==> config.mk <==
export PLATFORM = sky130hd
export DESIGN_NAME = alu_shift_stage_flat
export DESIGN_NICKNAME = d
export VERILOG_FILES = /design/src/rtl/alu_shift_stage_pkg.sv /design/src/rtl/alu_shift_stage_if.sv /design/src/rtl/alu_shift_stage_core.sv /design/src/rtl/alu_shift_stage.sv /design/src/flat_wrapper.sv
export SDC_FILE = /design/constraint.sdc
export NUM_CORES = 1
export LEC_CHECK = 0
export BUFFER_PORTS_ARGS = -buffer_cell sky130_fd_sc_hd__buf_2
export CAP_MARGIN = 10
export CORE_AREA = 2 2 143 145
export CTS_CLUSTER_SIZE = 40
export DETAILED_ROUTE_END_ITERATION = 16
export DIE_AREA = 0 0 145 147
export PLACE_DENSITY_LB_ADDON = 0.05
export SYNTH_ARGS = -nofsm -noshare
export SYNTH_HDL_FRONTEND = slang
export SYNTH_SLANG_ARGS = --single-unit
==> constraint.sdc <==
create_clock -name clk -period 2.4 [get_ports clk]
set_input_delay 0.12 -clock clk [delete_from_list [all_inputs] [get_ports clk]]
set_output_delay 0.12 -clock clk [all_outputs]
set_load 0.1 [all_outputs]
==> src/rtl/alu_shift_stage_pkg.sv <==
`default_nettype none
// ============================================================================
// shift_pkg : shared defaults, shift opcodes and op legality check for
//             alu_shift_stage. Honours SHIFT_ROTATE_EN (enables ROL/ROR).
// Rev 1.0
// ============================================================================
package shift_pkg;

   localparam int XLEN_DEF = 32;
   localparam int SHW_DEF  = 5;
   localparam int TAGW_DEF = 5;

   typedef enum logic [2:0] {
      OP_SLL = 3'b000,
      OP_SRL = 3'b001,
      OP_SRA = 3'b010,
      OP_ROL = 3'b011,
      OP_ROR = 3'b100
   } shift_op_e;

   function automatic logic is_legal_op(input logic [2:0] op);
`ifdef SHIFT_ROTATE_EN
      return op inside {OP_SLL, OP_SRL, OP_SRA, OP_ROL, OP_ROR};
`else
      return op inside {OP_SLL, OP_SRL, OP_SRA};
`endif
   endfunction

endpackage
`default_nettype wire

==> src/rtl/alu_shift_stage_if.sv <==
`default_nettype none
// ============================================================================
// alu_shift_stage_if : issue-side and writeback-side handshake bundle of the
//                      shift stage, plus the pipeline flush.
// Rev 1.0
// ============================================================================
interface alu_shift_stage_if #(
   parameter int XLEN = shift_pkg::XLEN_DEF,
   parameter int TAGW = shift_pkg::TAGW_DEF
);
   logic            flush;
   logic            in_valid;
   logic            in_ready;
   logic [2:0]      in_op;
   logic [XLEN-1:0] in_a;
   logic [XLEN-1:0] in_shamt;
   logic [TAGW-1:0] in_tag;
   logic            out_valid;
   logic            out_ready;
   logic [XLEN-1:0] out_result;
   logic [TAGW-1:0] out_tag;
   logic            out_err;

   modport master (
      output flush, in_valid, in_op, in_a, in_shamt, in_tag, out_ready,
      input  in_ready, out_valid, out_result, out_tag, out_err
   );

   modport slave (
      input  flush, in_valid, in_op, in_a, in_shamt, in_tag, out_ready,
      output in_ready, out_valid, out_result, out_tag, out_err
   );
endinterface
`default_nettype wire

==> src/rtl/alu_shift_stage_core.sv <==
`default_nettype none
// ============================================================================
// shift_core : combinational barrel shifter, log2 mux stages per direction.
//              Rotates (SHIFT_ROTATE_EN) OR a left and a right shift together.
// Rev 1.0
// ============================================================================
module shift_core
   import shift_pkg::*;
#(
   parameter int XLEN = XLEN_DEF,
   parameter int SHW  = SHW_DEF
) (
   input  wire  [XLEN-1:0] a,
   input  wire  [SHW-1:0]  shamt,
   input  wire  [2:0]      op,
   output logic [XLEN-1:0] result
);

   logic [SHW-1:0]  w_lamt;
   logic [SHW-1:0]  w_ramt;
   logic            w_fill;
   logic [XLEN-1:0] w_l [SHW+1];
   logic [XLEN-1:0] w_r [SHW+1];

`ifdef SHIFT_ROTATE_EN
   // Opposite-direction amount is XLEN-s mod XLEN; s=0 leaves both halves = a.
   logic [SHW-1:0] w_neg;
   assign w_neg  = ~shamt + {{(SHW-1){1'b0}}, 1'b1};
   assign w_lamt = (op == OP_ROR) ? w_neg : shamt;
   assign w_ramt = (op == OP_ROL) ? w_neg : shamt;
`else
   assign w_lamt = shamt;
   assign w_ramt = shamt;
`endif

   assign w_fill = (op == OP_SRA) && a[XLEN-1];
   assign w_l[0] = a;
   assign w_r[0] = a;

   for (genvar i = 0; i < SHW; i++) begin : g_stage
      localparam int c_step = 1 << i;
      assign w_l[i+1] = w_lamt[i] ? {w_l[i][XLEN-1-c_step:0], {c_step{1'b0}}} : w_l[i];
      assign w_r[i+1] = w_ramt[i] ? {{c_step{w_fill}}, w_r[i][XLEN-1:c_step]} : w_r[i];
   end

   always_comb begin
      result = '0;
      case (op)
         OP_SLL:         result = w_l[SHW];
         OP_SRL, OP_SRA: result = w_r[SHW];
`ifdef SHIFT_ROTATE_EN
         OP_ROL, OP_ROR: result = w_l[SHW] | w_r[SHW];
`endif
         default:        result = '0;
      endcase
   end

endmodule
`default_nettype wire

==> src/rtl/alu_shift_stage.sv <==
`default_nettype none
// ============================================================================
// alu_shift_stage : two-stage shift pipeline (operand reg -> result reg) with
//                   valid/ready, flush and error tagging. Macro: SHIFT_ROTATE_EN.
// Rev 1.0
// ============================================================================
module alu_shift_stage
   import shift_pkg::*;
#(
   parameter int XLEN = XLEN_DEF,
   parameter int SHW  = SHW_DEF,
   parameter int TAGW = TAGW_DEF
) (
   input wire clk,
   input wire rst,
   alu_shift_stage_if.slave bus
);

   logic            r_s1_valid;
   logic [2:0]      r_s1_op;
   logic [XLEN-1:0] r_s1_a;
   logic [SHW-1:0]  r_s1_shamt;
   logic [TAGW-1:0] r_s1_tag;

   logic            r_s2_valid;
   logic [XLEN-1:0] r_s2_result;
   logic [TAGW-1:0] r_s2_tag;
   logic            r_s2_err;

   logic            w_s2_adv;
   logic            w_s1_adv;
   logic            w_accept;
   logic [XLEN-1:0] w_core_result;
   logic            w_unused_shamt;

   assign w_s2_adv     = !r_s2_valid || bus.out_ready;
   assign w_s1_adv     = r_s1_valid && w_s2_adv;
   assign bus.in_ready = !bus.flush && (!r_s1_valid || w_s2_adv);
   assign w_accept     = bus.in_valid && bus.in_ready;

   // Only the low SHW bits form the shift amount.
   assign w_unused_shamt = ^bus.in_shamt[XLEN-1:SHW];

   always_ff @(posedge clk or posedge rst) begin
      if (rst) begin
         r_s1_valid <= 1'b0;
         r_s1_op    <= '0;
         r_s1_a     <= '0;
         r_s1_shamt <= '0;
         r_s1_tag   <= '0;
      end else if (bus.flush) begin
         r_s1_valid <= 1'b0;
      end else begin
         if (!r_s1_valid || w_s2_adv)
            r_s1_valid <= bus.in_valid;
         if (w_accept) begin
            r_s1_op    <= bus.in_op;
            r_s1_a     <= bus.in_a;
            r_s1_shamt <= bus.in_shamt[SHW-1:0];
            r_s1_tag   <= bus.in_tag;
         end
      end
   end

   shift_core #(
      .XLEN (XLEN),
      .SHW  (SHW)
   ) u_core (
      .a      (r_s1_a),
      .shamt  (r_s1_shamt),
      .op     (r_s1_op),
      .result (w_core_result)
   );

   always_ff @(posedge clk or posedge rst) begin
      if (rst) begin
         r_s2_valid  <= 1'b0;
         r_s2_result <= '0;
         r_s2_tag    <= '0;
         r_s2_err    <= 1'b0;
      end else if (bus.flush) begin
         r_s2_valid <= 1'b0;
      end else begin
         if (w_s2_adv)
            r_s2_valid <= r_s1_valid;
         if (w_s1_adv) begin
            r_s2_result <= w_core_result;
            r_s2_tag    <= r_s1_tag;
            r_s2_err    <= !is_legal_op(r_s1_op);
         end
      end
   end

   assign bus.out_valid  = r_s2_valid;
   assign bus.out_result = r_s2_result;
   assign bus.out_tag    = r_s2_tag;
   assign bus.out_err    = r_s2_err;

endmodule
`default_nettype wire
==> src/flat_wrapper.sv <==
// flat-port wrapper written by rule: the top's interface ports become plain ports
module alu_shift_stage_flat import shift_pkg::*;
#(
   parameter int XLEN = XLEN_DEF,
   parameter int SHW  = SHW_DEF,
   parameter int TAGW = TAGW_DEF
)
  (clk, rst, bus_flush, bus_in_valid, bus_in_op, bus_in_a, bus_in_shamt, bus_in_tag, bus_out_ready, bus_in_ready, bus_out_valid, bus_out_result, bus_out_tag, bus_out_err);
  alu_shift_stage_if #(.XLEN(XLEN), .TAGW(TAGW)) bus_i ();
  input wire clk;
  input wire rst;
  input wire logic [$bits(bus_i.flush)-1:0] bus_flush;
  input wire logic [$bits(bus_i.in_valid)-1:0] bus_in_valid;
  input wire logic [$bits(bus_i.in_op)-1:0] bus_in_op;
  input wire logic [$bits(bus_i.in_a)-1:0] bus_in_a;
  input wire logic [$bits(bus_i.in_shamt)-1:0] bus_in_shamt;
  input wire logic [$bits(bus_i.in_tag)-1:0] bus_in_tag;
  input wire logic [$bits(bus_i.out_ready)-1:0] bus_out_ready;
  output wire logic [$bits(bus_i.in_ready)-1:0] bus_in_ready;
  output wire logic [$bits(bus_i.out_valid)-1:0] bus_out_valid;
  output wire logic [$bits(bus_i.out_result)-1:0] bus_out_result;
  output wire logic [$bits(bus_i.out_tag)-1:0] bus_out_tag;
  output wire logic [$bits(bus_i.out_err)-1:0] bus_out_err;
  assign bus_i.flush = bus_flush;
  assign bus_i.in_valid = bus_in_valid;
  assign bus_i.in_op = bus_in_op;
  assign bus_i.in_a = bus_in_a;
  assign bus_i.in_shamt = bus_in_shamt;
  assign bus_i.in_tag = bus_in_tag;
  assign bus_i.out_ready = bus_out_ready;
  assign bus_in_ready = bus_i.in_ready;
  assign bus_out_valid = bus_i.out_valid;
  assign bus_out_result = bus_i.out_result;
  assign bus_out_tag = bus_i.out_tag;
  assign bus_out_err = bus_i.out_err;
  alu_shift_stage #(.XLEN(XLEN), .SHW(SHW), .TAGW(TAGW)) u_core (.clk(clk), .rst(rst), .bus(bus_i));
endmodule
# Yosys cells after proc, flatten, opt, wreduce, memory -nomap -nowiden
# Index checks and enable logic that the tools add are counted.
# totals
out_inout_bits,40
ff_bits,85
word_cells,44
input_bits,77
# op_classes
muxes,15
bitwise,1
n_eq_ne,2
reduce_logical,17
# op_table
operator,count
32-bit two-way mux,10
32-bit case mux with 2 select lines,1
1-bit logical AND,4
1-bit logical NOT,4
1-bit two-way mux,4
2-bit AND reduction,2
2-bit nonzero test,2
3-bit by 1-bit == test with 1-bit output (second input constant),1
3-bit by 2-bit == test with 1-bit output (second input constant),1
3-bit logical NOT,1
3-bit nonzero test,1
1-bit logical OR,2
2-bit OR reduction,1
1-bit NOT,1

# Longest topological paths before layout
# logic_depth
ltp_word,8
depth_mapped,10
mapped_depth_nobuf,5

# Modules after synthesis
# From an unflattened synthesis, not the netlist that was laid out.
# unflattened
hier_cells,646
hier_area_um2,7003.0
# by_module_without_submodules
mod,seq_area_each_um2,area_per_inst_um2,cells_each,n_inst
shift_core,0.0,3594.7,457,1
alu_shift_stage,2127.0,3408.3,189,1

# Worst setup path before layout
# No wires, ideal clock.
# synth_path
kind,reg2reg
from,"register u_core.r_s2_valid, in the netlist u_core.bus.out_valid"
to,register u_core.r_s1_a[0]
path_buffers,2
t_arrival_ns,3.793
required_ns,2.275
stages_incl_launch_ff,7
slack_ns,-1.518
path_cell_list,dfrtp_1 -> nor2b_1 -> clkbuf_1 -> a21oi_1 -> nand2_1 -> buf_2 -> mux2_2
# synth_between
elab_chain_cells,6
# synth_lines
element,line,rtl
start: declaration,alu_shift_stage.sv:25,logic r_s2_valid;
start signal: assignment,alu_shift_stage.sv:85,r_s2_valid <= r_s1_valid;
1-bit logical NOT,alu_shift_stage.sv:36,assign w_s2_adv = !r_s2_valid || bus.out_ready;
1-bit logical OR,alu_shift_stage.sv:36,
1-bit logical OR,alu_shift_stage.sv:38,assign bus.in_ready = !bus.flush && (!r_s1_valid || w_s2_adv);
1-bit logical AND,alu_shift_stage.sv:38,
via bus_in_ready,flat_wrapper.sv:19,output wire logic [$bits(bus_i.in_ready)-1:0] bus_in_ready;
1-bit logical AND,alu_shift_stage.sv:39,assign w_accept = bus.in_valid && bus.in_ready;
2-bit AND reduction (no source line),n/a,
end signal: assignment,alu_shift_stage.sv:58,r_s1_a <= bus.in_a;
end: declaration,alu_shift_stage.sv:21,logic [XLEN-1:0] r_s1_a;
# The timed path passes the listed nets, and every way through them passes these cells.
# A chain may end at the register's enable or synchronous reset.

# Worst setup path after layout
# layout_path
from,register u_core.r_s1_shamt[1]
to,"register u_core.r_s2_result[2], in the netlist u_core.bus.out_result[2]"
# layout_between
elab_chain_cells,5
# layout_lines
element,line,rtl
start: declaration,alu_shift_stage.sv:22,logic [SHW-1:0] r_s1_shamt;
start signal: assignment,alu_shift_stage.sv:59,r_s1_shamt <= bus.in_shamt[SHW-1:0];
32-bit two-way mux (on tied branches) (4 in a row),"alu_shift_stage_core.sv:43, alu_shift_stage_core.sv:42",
32-bit case mux with 2 select lines (*),alu_shift_stage_core.sv:48,case (op)
end signal: assignment,alu_shift_stage.sv:87,r_s2_result <= w_core_result;
end: declaration,alu_shift_stage.sv:26,logic [XLEN-1:0] r_s2_result;
# Mark *: on every way between the ends. The rest lies on a longest branch, timed or not.

==> impl_metrics.ini <==
[outcome]
status = complete, no violations

[placed_design]
place.port_buffers = 89
placedCellCount = 1160
hpwl_microns = 23700
gp_congestion = 0.997

[flow_run]
cap_viol_max_count = 0

[worst_hold_path]
holdCritPathClass = input pin to flop
min_from = bus_in_shamt[1]

[routing]
drt_drc_violations_left = 0
via_count = 7636
antenna_left = 0
wl_per_cell_microns = 25.4
viasPerCell = 6.20
drt_iter0_markers = 813
dr.pass1.iters = 5
drt-total-wl_microns = 31300

[floorplanning]
fp.dieArea_sq_um = 21300
io_pins = 117
die_w_microns = 145
fp.dieH_microns = 147
rows = 52
start_util_pct = 39.2
core_area_sq_um = 19800

[logic_synthesis]
synth_edf_count = 0
synth_ff_type = dfrtp_1
ys_seq_elements = 85
synthCells = 781
synth_fp_nets = 858
synthArstFlopShare_pct = 100
yosysWarningCount = 0
syn-cell-area_sq_um = 7780
yosysSeqAreaShare_pct = 27.3
post_synth.cell_area_avg_sq_um = 9.96
yosysUniqueCellTypes = 66

[setup_path]
r2r_start = u_core.r_s1_shamt[1]$_DFFE_PP0P_
crit_path_start_kind = flop
critPathBufInv = 2
crit_chain = buf_12, buf_4, mux4_2, mux2i_2, a21oi_1, a22oi_1, nand2_1
critPathKind = flop to flop
cp_max_fo = 11
slowest_delay_ns = 0.54
endpoint_kind = flop
arrival_ns = 2.60
critPathTopFamily = multiplexers
cp_slowest_cell = mux4_2
critPathLaunch = u_core.r_s1_shamt[1]$_DFFE_PP0P_
crit_required_ns = 2.64

[layout]
fin_cells = 1231
final_common_cell = buf_4
diodes = 0
final_layout_size_suffix_gt1_share_pct = 41.6
num-nets-final = 1033
layout_common_cells = 118 x buf_4, 89 x buf_2, 83 x nand2_1
area_growth_pct = 29.3

[sta]
min_period_ns = 2.36
slew_violations = 0
worst_slew_pin_slew_ns = 0.642
period_share_pct = 98.4
fmax_mhz = 423
relSlewSlack_pct = 56.9
setup_viol = 0
rsz0062_at_grt = yes
clock_skew_ns = 0.0122
hold-worst-slack_ns = 0.0130
hold_viol = 0

[power]
p_leak_uw = 0.00422
vdd_drop_max_uv = 336
cellPowerDensity_nw_per_um2 = 879
finalPower_uw = 8850

[global_routing]
grt_start_max_net_pins = 46
antenna_found_initial = 0
use_met2_pct = 44.3
grt_use_met1_pct = 40.8
grt.busiest_layer = met2
use_met3_pct = 6.93
grt_pass1_wl_microns = 47400
grt_pass1_vias = 7472
overflow = 0
gr-usage-all-layers_pct = 29.4

[clocking]
cts.htree.levels = 3
cts_root_buffer = clkbuf_16
clk_latency_ns = 0.36
cts.path.max_buffers = 2
cts_tree = yes
clkTransAtPathRegs_ns = 0.07
cts_made_buffers = 9
clock-sinks = 85
-- through the flow --
stage	utilization [%]	setup WS, ns	area [sq um]	TNS, ns
floorplan	-	0.0501	7810	0
global placement	45.9	-0.0945	9110	-0.195
detailed placement	45.9	-0.0893	9110	-0.165
CTS	50.0	0.0129	9930	0
global route	50.7	-0.0128	10100	-0.0285
finish	50.7	0.0384	10100	0
-- kinds of logic (layout without fill, tap and decap cells) --
| kind of cell | after synthesis | count (layout) | share of synthesized area (%) |
|---|---|---|---|
| AND/OR/NAND/NOR | 255 | 255 | 15.5 |
| multiplexers | 173 | 173 | 36.4 |
| AO/OA/AOI/OAI | 158 | 158 | 13.8 |
| buffers and inverters | 109 | 289 | 6.88 |
| flip-flops | 85 | 85 | 27.3 |
| XOR/XNOR | 1 | 1 | 0.113 |
-- flip-flops by register name, summed over array words and instances, names as in the netlist --
signal                 count
u_core.r_s1_a             32
u_core.r_s1_tag            5
u_core.bus.out_result     32
u_core.bus.out_tag         5
u_core.r_s1_op             3
u_core.bus.out_err         1
u_core.r_s1_valid          1
u_core.bus.out_valid       1
u_core.r_s1_shamt          5
-- routing by layer --
| metal | share of wire (%) | routed length, microns |
|---|---|---|
| met5 | 0 | 0 |
| met4 | 4.1 | 1280 |
| met3 | 8.5 | 2670 |
| met2 | 45 | 14000 |
| met1 | 43 | 13400 |
-- Yosys cell counts, drive strengths merged, types with 6 or more instances --
| cell type | instances | area, sq um |
|---|---|---|
| dfrtp | 85 | 2130 |
| nand2 | 84 | 315 |
| mux4 | 81 | 1830 |
| nor2 | 61 | 229 |
| mux2 | 55 | 619 |
| clkbuf | 54 | 203 |
| buf | 48 | 307 |
| mux2i | 37 | 383 |
| nand3 | 33 | 165 |
| a21oi | 32 | 160 |
| o21ai | 32 | 160 |
| nor3 | 19 | 95.1 |
| a22oi | 14 | 105 |
| o211ai | 11 | 82.6 |
| nor4 | 10 | 68.8 |
| a31oi | 8 | 50.1 |
| inv | 7 | 26.3 |
| nand2b | 7 | 43.8 |
| or3 | 7 | 43.8 |
| a211oi | 6 | 45.0 |
| a32oi | 6 | 52.6 |
| nor2b | 6 | 37.5 |
| o221ai | 6 | 52.6 |
-- final timing paths --
kind	endpoint	depth (start not counted)	slack [ns]
min reg2reg	u_core.bus.out_tag[2]$_DFFE_PP0P_	2	0.47
min in group asynchronous	u_core.bus.out_valid$_DFFE_PP0P_	4	0.46
max	u_core.bus.out_result[2]$_DFFE_PP0P_	7	0.04
max reg2reg	u_core.bus.out_result[2]$_DFFE_PP0P_	7	0.04
min	u_core.r_s1_shamt[1]$_DFFE_PP0P_	2	0.01
max in group asynchronous	u_core.r_s1_shamt[0]$_DFFE_PP0P_	4	1.43
-- power by group --
| part | internal (uW) | switching (uW) | leakage [uW] |
|---|---|---|---|
| sequential | 1690 | 401 | 0.00106 |
| combinational | 1990 | 3130 | 0.00301 |
| clock | 929 | 707 | 0.000155 |
-- worst reg2reg max path: stages (launching register included) --
cell and delay, ns:
dfrtp_4 0.49, buf_12 0.17, buf_4 0.16, mux4_2 0.54, mux2i_2 0.27, a21oi_1 0.13, a22oi_1 0.40, nand2_1 0.09
-- what timing repair did --
action	4_1_cts	5_1_grt
setup buffers	4	5
hold endpoints to repair	130	0
cloned	0	1
hold buffers	45	0
pin swaps	0	1
resized for setup	5	16
setup endpoints to repair	4	19
-- area by class of cell --
type / count / area (sq um)
multi-input cells: 587 / 5190
fillers: 1901 / 9780
clock buffers: 9 / 225
flip-flops and latches: 85 / 2140
clock inverters: 7 / 104
inverters: 7 / 33.8
repair buffers: 266 / 2030
well taps: 270 / 338
Note: power is estimated with default switching activity, not from simulation.
